`config.mk`:
```
export PLATFORM = sky130hd
export DESIGN_NAME = sc_speedscheduler
export DESIGN_NICKNAME = d
export VERILOG_FILES = /design/src/rtl/sc_speedscheduler_pkg.sv /design/src/rtl/sc_speedscheduler_edgedetect.sv /design/src/rtl/sc_speedscheduler.sv
export SDC_FILE = /design/constraint.sdc
export NUM_CORES = 1
export LEC_CHECK = 0
export CAP_MARGIN = 20
export CELL_PAD_IN_SITES_DETAIL_PLACEMENT = 1
export CELL_PAD_IN_SITES_GLOBAL_PLACEMENT = 1
export CORE_MARGIN = 10
export CORE_UTILIZATION = 44
export DETAILED_ROUTE_END_ITERATION = 8
export PLACE_DENSITY_LB_ADDON = 0.3
export SYNTH_ARGS = -nofsm -noshare
export SYNTH_HDL_FRONTEND = slang
export SYNTH_SLANG_ARGS = --single-unit
```
`constraint.sdc`:
```
create_clock -name SC_SPEEDSCHEDULER_CLOCK_50 -period 5.6 [get_ports SC_SPEEDSCHEDULER_CLOCK_50]
set_input_delay 1.12 -clock SC_SPEEDSCHEDULER_CLOCK_50 [delete_from_list [all_inputs] [get_ports SC_SPEEDSCHEDULER_CLOCK_50]]
set_output_delay 1.12 -clock SC_SPEEDSCHEDULER_CLOCK_50 [all_outputs]
set_load 0.02 [all_outputs]
```
`src/rtl/sc_speedscheduler_pkg.sv`:
```
// sc_speedscheduler_pkg: shared state encoding and sizing helpers for the speed scheduler.
//   sc_state_t           : RELOAD / RUN / PAUSE scheduler states
//   sc_period(base, k)   : tick period in cycles at speed level k (base >> k)
//   sc_level_width(n)    : bits needed to hold a level index for n levels
package sc_speedscheduler_pkg;

    typedef enum logic [1:0] {
        RELOAD,
        RUN,
        PAUSE
    } sc_state_t;

    function automatic longint sc_period(input longint base, input int k);
        return base >> k;
    endfunction

    function automatic int sc_level_width(input int levels);
        return (levels > 1) ? $clog2(levels) : 1;
    endfunction

endpackage

```
`src/rtl/sc_speedscheduler_edgedetect.sv`:
```
// sc_speedscheduler_edgedetect: two-flop falling-edge detector for an active-low button.
//   SC_SPEEDSCHEDULER_EDGEDETECT_CLOCK_50      in  system clock
//   SC_SPEEDSCHEDULER_EDGEDETECT_RESET_InHigh  in  asynchronous active-high reset
//   SC_SPEEDSCHEDULER_EDGEDETECT_button_InLow  in  debounced button level
//   SC_SPEEDSCHEDULER_EDGEDETECT_request_Out   out one-cycle pulse per falling edge
module sc_speedscheduler_edgedetect (
    input  logic SC_SPEEDSCHEDULER_EDGEDETECT_CLOCK_50,
    input  logic SC_SPEEDSCHEDULER_EDGEDETECT_RESET_InHigh,
    input  logic SC_SPEEDSCHEDULER_EDGEDETECT_button_InLow,
    output logic SC_SPEEDSCHEDULER_EDGEDETECT_request_Out
);
    logic s1;
    logic s2;

    // Flops reset high so a button held released through reset never fires.
    always_ff @(posedge SC_SPEEDSCHEDULER_EDGEDETECT_CLOCK_50 or posedge SC_SPEEDSCHEDULER_EDGEDETECT_RESET_InHigh) begin
        if (SC_SPEEDSCHEDULER_EDGEDETECT_RESET_InHigh) begin
            s1 <= 1'b1;
            s2 <= 1'b1;
        end else begin
            s1 <= SC_SPEEDSCHEDULER_EDGEDETECT_button_InLow;
            s2 <= s1;
        end
    end

    assign SC_SPEEDSCHEDULER_EDGEDETECT_request_Out = s2 & ~s1;

endmodule

```
`src/rtl/sc_speedscheduler.sv`:
```
// sc_speedscheduler: power-of-two rate scheduler emitting a one-cycle tick per period.
//   SC_SPEEDSCHEDULER_CLOCK_50      in  system clock
//   SC_SPEEDSCHEDULER_RESET_InHigh  in  asynchronous active-high reset
//   SC_SPEEDSCHEDULER_faster_InLow  in  button, falling edge requests next faster level
//   SC_SPEEDSCHEDULER_slower_InLow  in  button, falling edge requests next slower level
//   SC_SPEEDSCHEDULER_pause_InLow   in  low freezes the counter
//   SC_SPEEDSCHEDULER_tick_Out      out registered one-cycle tick, once per period
//   SC_SPEEDSCHEDULER_level_OutBUS  out current speed level
//   SC_SPEEDSCHEDULER_count_OutBUS  out current counter value
module sc_speedscheduler
    import sc_speedscheduler_pkg::*;
#(
    parameter int SPEEDSCHEDULER_DATAWIDTH   = 28,
    parameter int SPEEDSCHEDULER_LEVELS      = 8,
    parameter int SPEEDSCHEDULER_BASEPERIOD  = 50000000,
    parameter int SPEEDSCHEDULER_INITLEVEL   = 0
) (
    input  logic SC_SPEEDSCHEDULER_CLOCK_50,
    input  logic SC_SPEEDSCHEDULER_RESET_InHigh,
    input  logic SC_SPEEDSCHEDULER_faster_InLow,
    input  logic SC_SPEEDSCHEDULER_slower_InLow,
    input  logic SC_SPEEDSCHEDULER_pause_InLow,
    output logic SC_SPEEDSCHEDULER_tick_Out,
    output logic [sc_level_width(SPEEDSCHEDULER_LEVELS)-1:0] SC_SPEEDSCHEDULER_level_OutBUS,
    output logic [SPEEDSCHEDULER_DATAWIDTH-1:0] SC_SPEEDSCHEDULER_count_OutBUS
);
    localparam int DW = SPEEDSCHEDULER_DATAWIDTH;
    localparam int LW = sc_level_width(SPEEDSCHEDULER_LEVELS);
    localparam logic [LW-1:0] LEVEL_MAX  = LW'(SPEEDSCHEDULER_LEVELS - 1);
    localparam logic [LW-1:0] LEVEL_INIT = LW'(SPEEDSCHEDULER_INITLEVEL);

    if (sc_period(longint'(SPEEDSCHEDULER_BASEPERIOD), SPEEDSCHEDULER_LEVELS - 1) < 2 ||
        longint'(SPEEDSCHEDULER_BASEPERIOD) > (longint'(1) << DW)) begin : g_param_check
        $error("sc_speedscheduler: fastest period below 2 or base period exceeds counter range");
    end

    sc_state_t       state_q;
    sc_state_t       state_d;
    logic [LW-1:0]   level_q;
    logic [LW-1:0]   level_d;
    logic [DW-1:0]   count_q;
    logic [DW-1:0]   count_d;
    logic [DW-1:0]   period_m1;
    logic            tick_q;
    logic            tick_d;
    logic            req_faster;
    logic            req_slower;
    logic            go_up;
    logic            go_down;

    sc_speedscheduler_edgedetect u_faster (
        .SC_SPEEDSCHEDULER_EDGEDETECT_CLOCK_50     (SC_SPEEDSCHEDULER_CLOCK_50),
        .SC_SPEEDSCHEDULER_EDGEDETECT_RESET_InHigh (SC_SPEEDSCHEDULER_RESET_InHigh),
        .SC_SPEEDSCHEDULER_EDGEDETECT_button_InLow (SC_SPEEDSCHEDULER_faster_InLow),
        .SC_SPEEDSCHEDULER_EDGEDETECT_request_Out  (req_faster)
    );

    sc_speedscheduler_edgedetect u_slower (
        .SC_SPEEDSCHEDULER_EDGEDETECT_CLOCK_50     (SC_SPEEDSCHEDULER_CLOCK_50),
        .SC_SPEEDSCHEDULER_EDGEDETECT_RESET_InHigh (SC_SPEEDSCHEDULER_RESET_InHigh),
        .SC_SPEEDSCHEDULER_EDGEDETECT_button_InLow (SC_SPEEDSCHEDULER_slower_InLow),
        .SC_SPEEDSCHEDULER_EDGEDETECT_request_Out  (req_slower)
    );

    // Simultaneous requests cancel; saturated requests are dropped without a reload.
    assign go_up     = req_faster & ~req_slower & (level_q != LEVEL_MAX);
    assign go_down   = req_slower & ~req_faster & (level_q != '0);
    assign period_m1 = DW'(sc_period(longint'(SPEEDSCHEDULER_BASEPERIOD), int'(level_q)) - 1);

    always_ff @(posedge SC_SPEEDSCHEDULER_CLOCK_50 or posedge SC_SPEEDSCHEDULER_RESET_InHigh) begin
        if (SC_SPEEDSCHEDULER_RESET_InHigh) begin
            state_q <= RELOAD;
            level_q <= LEVEL_INIT;
            count_q <= '0;
            tick_q  <= 1'b0;
        end else begin
            state_q <= state_d;
            level_q <= level_d;
            count_q <= count_d;
            tick_q  <= tick_d;
        end
    end

    always_comb begin
        state_d = state_q;
        level_d = level_q;
        count_d = count_q;
        tick_d  = 1'b0;
        // A level change outranks pause and tick so the new rate starts from a clean period.
        if (state_q != RELOAD && (go_up || go_down)) begin
            level_d = go_up ? level_q + LW'(1) : level_q - LW'(1);
            count_d = '0;
            state_d = RELOAD;
        end else begin
            case (state_q)
                RELOAD: begin
                    count_d = '0;
                    state_d = SC_SPEEDSCHEDULER_pause_InLow ? RUN : PAUSE;
                end
                RUN: begin
                    if (!SC_SPEEDSCHEDULER_pause_InLow) begin
                        state_d = PAUSE;
                    end else begin
                        tick_d  = (count_q == period_m1);
                        count_d = (count_q == period_m1) ? '0 : count_q + DW'(1);
                    end
                end
                PAUSE: state_d = SC_SPEEDSCHEDULER_pause_InLow ? RUN : PAUSE;
                default: state_d = RELOAD;
            endcase
        end
    end

    assign SC_SPEEDSCHEDULER_tick_Out     = tick_q;
    assign SC_SPEEDSCHEDULER_level_OutBUS = level_q;
    assign SC_SPEEDSCHEDULER_count_OutBUS = count_q;

endmodule

```
==> metrics.txt <==
run status completed; switching part of the total 42.5%; share of the core filled with cells 53.3%; count of input and output buffers 36; Placed Instances 432; Die Height ~100 um; async set-or-reset flop fraction in the synthesized netlist between 90% and 100%; number of setup buffers added after CTS 0; via count normalized by instance count 6.45; hold buffer count at cts 0; total count of max-transition violations in the final report 0; clock tree from TritonCTS yes; flip-flop cell with the highest count after synthesis sky130_fd_sc_hd__dfrtp_1; maximum clock rate roughly 250 MHz; total power per unit cell area roughly 300 nW/um^2; summed instance area of the synthesized netlist around 2800 um^2; crit path time final 3.94 ns; total of fill cells in the finished design between 700 and 800; setup clock skew after layout ~0.012 ns; maximum level of the CTS H-tree 2; # resized after CTS 0; Tcrit/Tclk final between 70% and 80%; required arrival time at the worst endpoint roughly 5.8 ns; post-detailed-route DRC marker count 0; overflow left after global routing 0; syn avg cell area 8.05 um^2; worst-case setup slack after placement about 1.7 ns; Die Area around 9900 um^2; number of routed nets with antenna violations 0; final setup violating endpoints 0; 1st-iter DRT viols ~170; arrival time reported for the critical path endpoint around 4 ns; Nets between 300 and 400; final wirelength 8.85 mm; largest stage delay on the critical path around 0.80 ns; RSZ-0062 raised after global routing false; global placer's final weighted congestion between 0.9 and 1; Synth Instances roughly 350; final worst hold slack 0.365 ns; Logic pwr share around 46%; number of I/O pins 37; largest net degree at the start of global routing 40; sequential share of power between 30% and 40%; count of endpoints failing hold in the final timing report 0; leakage power of the design approximately 1.2 nW; type of the worst min-delay path reg -> reg; maximum buffer depth of the clock tree 2; Seq cells post-synth 38; clock sinks 38; share of total power in the clock network about a fifth; Pre-antenna DRT Iters 4; growth of design area from synthesis to finish 15.3%; Critical Path Slowest Stage Cell sky130_fd_sc_hd__dfrtp_1; fraction of the yosys area taken by sequential cells 34.3%; width of the die between 90 and 100 um; ordered cell list for the critical path nand3_1 -> ha_1 -> o21ai_0 -> a2111oi_0 -> nor4b_1 -> nand4_1 -> buf_4 -> a31oi_1 -> mux2i_1; antenna violations before repair 0; worst setup margin between 1.5 and 2 ns; syn nets about 350; Worst slew margin between 40% and 50%; # Max-Cap Violations 0; category of the worst setup path capture point register; Via Count between 2000 and 3000; core region area approximately 6000 um^2; number of enable flip-flop cells after synthesis 0; setup total negative slack 0 ns; clock buffers created by TritonCTS 5; row cnt 28; latest clock arrival within the worst-skew pair 0.30 ns; startpoint type of the worst setup path register; post-CTS clock slew at the launch and capture registers of the worst setup and hold paths about 0.080 ns; largest fanout on the critical path 26; internal power summed over all cells approximately 560 uW; count of warnings emitted by yosys 0; fraction of layout instances using a drive strength above 1 about 6.3%; final antenna diode count 0; number of cells in the finished layout apart from fillers around 440; Overall Global Routing Usage 17.7%; transition at the pin with the smallest max-transition slack 0.831 ns; startpoint-to-endpoint class of the critical path reg -> reg; WL per Instance approximately 20 um; Worst VDD drop approximately 220 uV; via count of the first global-routing pass between 2000 and 3000; count of cell types in the netlist 58; cell at the root of the clock tree sky130_fd_sc_hd__clkbuf_8; global-route wire length before repair 14.8 mm; HPWL Detailed 6.17 mm; initial core utilization 46.2%; power dissipated by switching net loads around 410 uW
[per-layer routing]
metal / vias up / wire length [um] / track usage [%] / part of all wire [%]
met4: 0 / 85 / 4.08 / 0.96
met3: 11 / 600 / 5.05 / 6.8
li1: 1307 / - / - / -
met2: 77 / 4120 / 28.0 / 47
met5: - / 0 / 0 / 0
met1: 1438 / 4040 / 23.3 / 46
[registers in the layout, indices dropped and copies added (netlist names)]
signal                          count
SC_SPEEDSCHEDULER_count_OutBUS     28
u_slower.s1                         1
u_faster.s1                         1
u_slower.s2                         1
SC_SPEEDSCHEDULER_level_OutBUS      3
u_faster.s2                         1
state_q                             2
SC_SPEEDSCHEDULER_tick_Out          1
[critical path, delay by kind of cell, from the launching register on]
family / cells / cell delay, ns
and+or+nand+nor: 3 / 1.19
AOI/OAI and AO/OA: 3 / 0.84
DFF: 1 / 0.80
buffers and inverters: 1 / 0.47
adders and majority gates: 1 / 0.40
muxes: 1 / 0.10
[layout by cell type, fill, tap and decap left out, types with 7 or more instances in the layout]
cell and count:
sky130_fd_sc_hd__or3_1 7, sky130_fd_sc_hd__inv_1 12, sky130_fd_sc_hd__nor2_1 24, sky130_fd_sc_hd__nand2_1 38
sky130_fd_sc_hd__nand3_1 35, sky130_fd_sc_hd__o211ai_1 9, sky130_fd_sc_hd__clkdlybuf4s50_1 36, sky130_fd_sc_hd__a31oi_1 12
sky130_fd_sc_hd__dfrtp_1 34, sky130_fd_sc_hd__nand2b_1 7, sky130_fd_sc_hd__o21ai_0 16, sky130_fd_sc_hd__nand4_1 15
sky130_fd_sc_hd__a21oi_1 11, sky130_fd_sc_hd__xnor2_1 7, sky130_fd_sc_hd__nor3_1 8
[synth_stat cells, types with 4 or more instances]
cell | instances | share of area [%]
sky130_fd_sc_hd__or3_1 | 7 | 1.6
sky130_fd_sc_hd__nor2b_1 | 4 | 0.90
sky130_fd_sc_hd__nand2_1 | 38 | 5.1
sky130_fd_sc_hd__o211ai_1 | 9 | 2.4
sky130_fd_sc_hd__and3_1 | 5 | 1.1
sky130_fd_sc_hd__clkbuf_1 | 14 | 1.9
sky130_fd_sc_hd__nand2b_1 | 7 | 1.6
sky130_fd_sc_hd__mux2i_1 | 5 | 1.8
sky130_fd_sc_hd__buf_4 | 4 | 1.1
sky130_fd_sc_hd__a31oi_1 | 12 | 2.7
sky130_fd_sc_hd__nand3_1 | 35 | 6.3
sky130_fd_sc_hd__inv_1 | 12 | 1.6
sky130_fd_sc_hd__dfrtp_1 | 34 | 31
sky130_fd_sc_hd__buf_2 | 10 | 1.8
sky130_fd_sc_hd__dfstp_2 | 4 | 3.8
sky130_fd_sc_hd__o21ai_0 | 16 | 2.9
sky130_fd_sc_hd__a21oi_1 | 11 | 2.0
sky130_fd_sc_hd__nand4_1 | 15 | 3.4
sky130_fd_sc_hd__xnor2_1 | 7 | 2.2
sky130_fd_sc_hd__nor3_1 | 9 | 1.6
sky130_fd_sc_hd__nor2_1 | 25 | 3.4
[cell type report]
| type | instances | area (um^2) | share of cell area (%) |
|---|---|---|---|
| Clock buffer | 5 | 68.8 | 2.14 |
| Clock inverter | 2 | 10.0 | 0.312 |
| Inverter | 12 | 45.0 | 1.40 |
| Multi-Input combinational cell | 265 | 1630 | 50.6 |
| Sequential cell | 38 | 956 | 29.8 |
| Tap cell | 75 | 93.8 | 2.92 |
| Timing Repair Buffer | 42 | 413 | 12.9 |
[cell families (layout without fill, tap and decap cells)]
family | after synthesis | after routing | synth area share, %
compound gates | 81 | 81 | 19.7
xor+xnor | 10 | 10 | 3.14
fa+ha+maj | 4 | 4 | 1.98
buf+inv | 43 | 61 | 7.59
flops | 38 | 38 | 34.3
mux | 8 | 8 | 3.01
simple gates | 162 | 162 | 30.2
[power groups by stage]
stage               clock, mW  sequential [mW]  combinational, mW
finish                  0.186            0.340              0.441
global route            0.199            0.347              0.484
CTS                     0.188            0.339              0.438
detailed placement          0            0.345              0.436
global placement            0            0.343              0.415
floorplan                   0            0.332              0.350
[through the flow]
step,area (um^2),total power [mW]
after floorplan,2790,0.682
after global placement,3120,0.757
after detailed placement,3130,0.781
after CTS,3210,0.966
after global routing,3210,1.03
final,3210,0.967
[final timing paths]
check / startpoint / end / slack [ns] / depth (start not counted)
max reg2reg: SC_SPEEDSCHEDULER_level_OutBUS[2] / SC_SPEEDSCHEDULER_count_OutBUS[10] / 1.66 / 9
min reg2reg: u_slower.s1 / u_slower.s2 / 0.36 / 0
min in group asynchronous: SC_SPEEDSCHEDULER_RESET_InHigh / SC_SPEEDSCHEDULER_count_OutBUS[2] / 1.27 / 3
max in group asynchronous: SC_SPEEDSCHEDULER_RESET_InHigh / u_slower.s2 / 3.97 / 3
min: u_slower.s1 / u_slower.s2 / 0.36 / 0
max: SC_SPEEDSCHEDULER_level_OutBUS[2] / SC_SPEEDSCHEDULER_count_OutBUS[10] / 1.66 / 9
(Power assumes the default switching activity.)
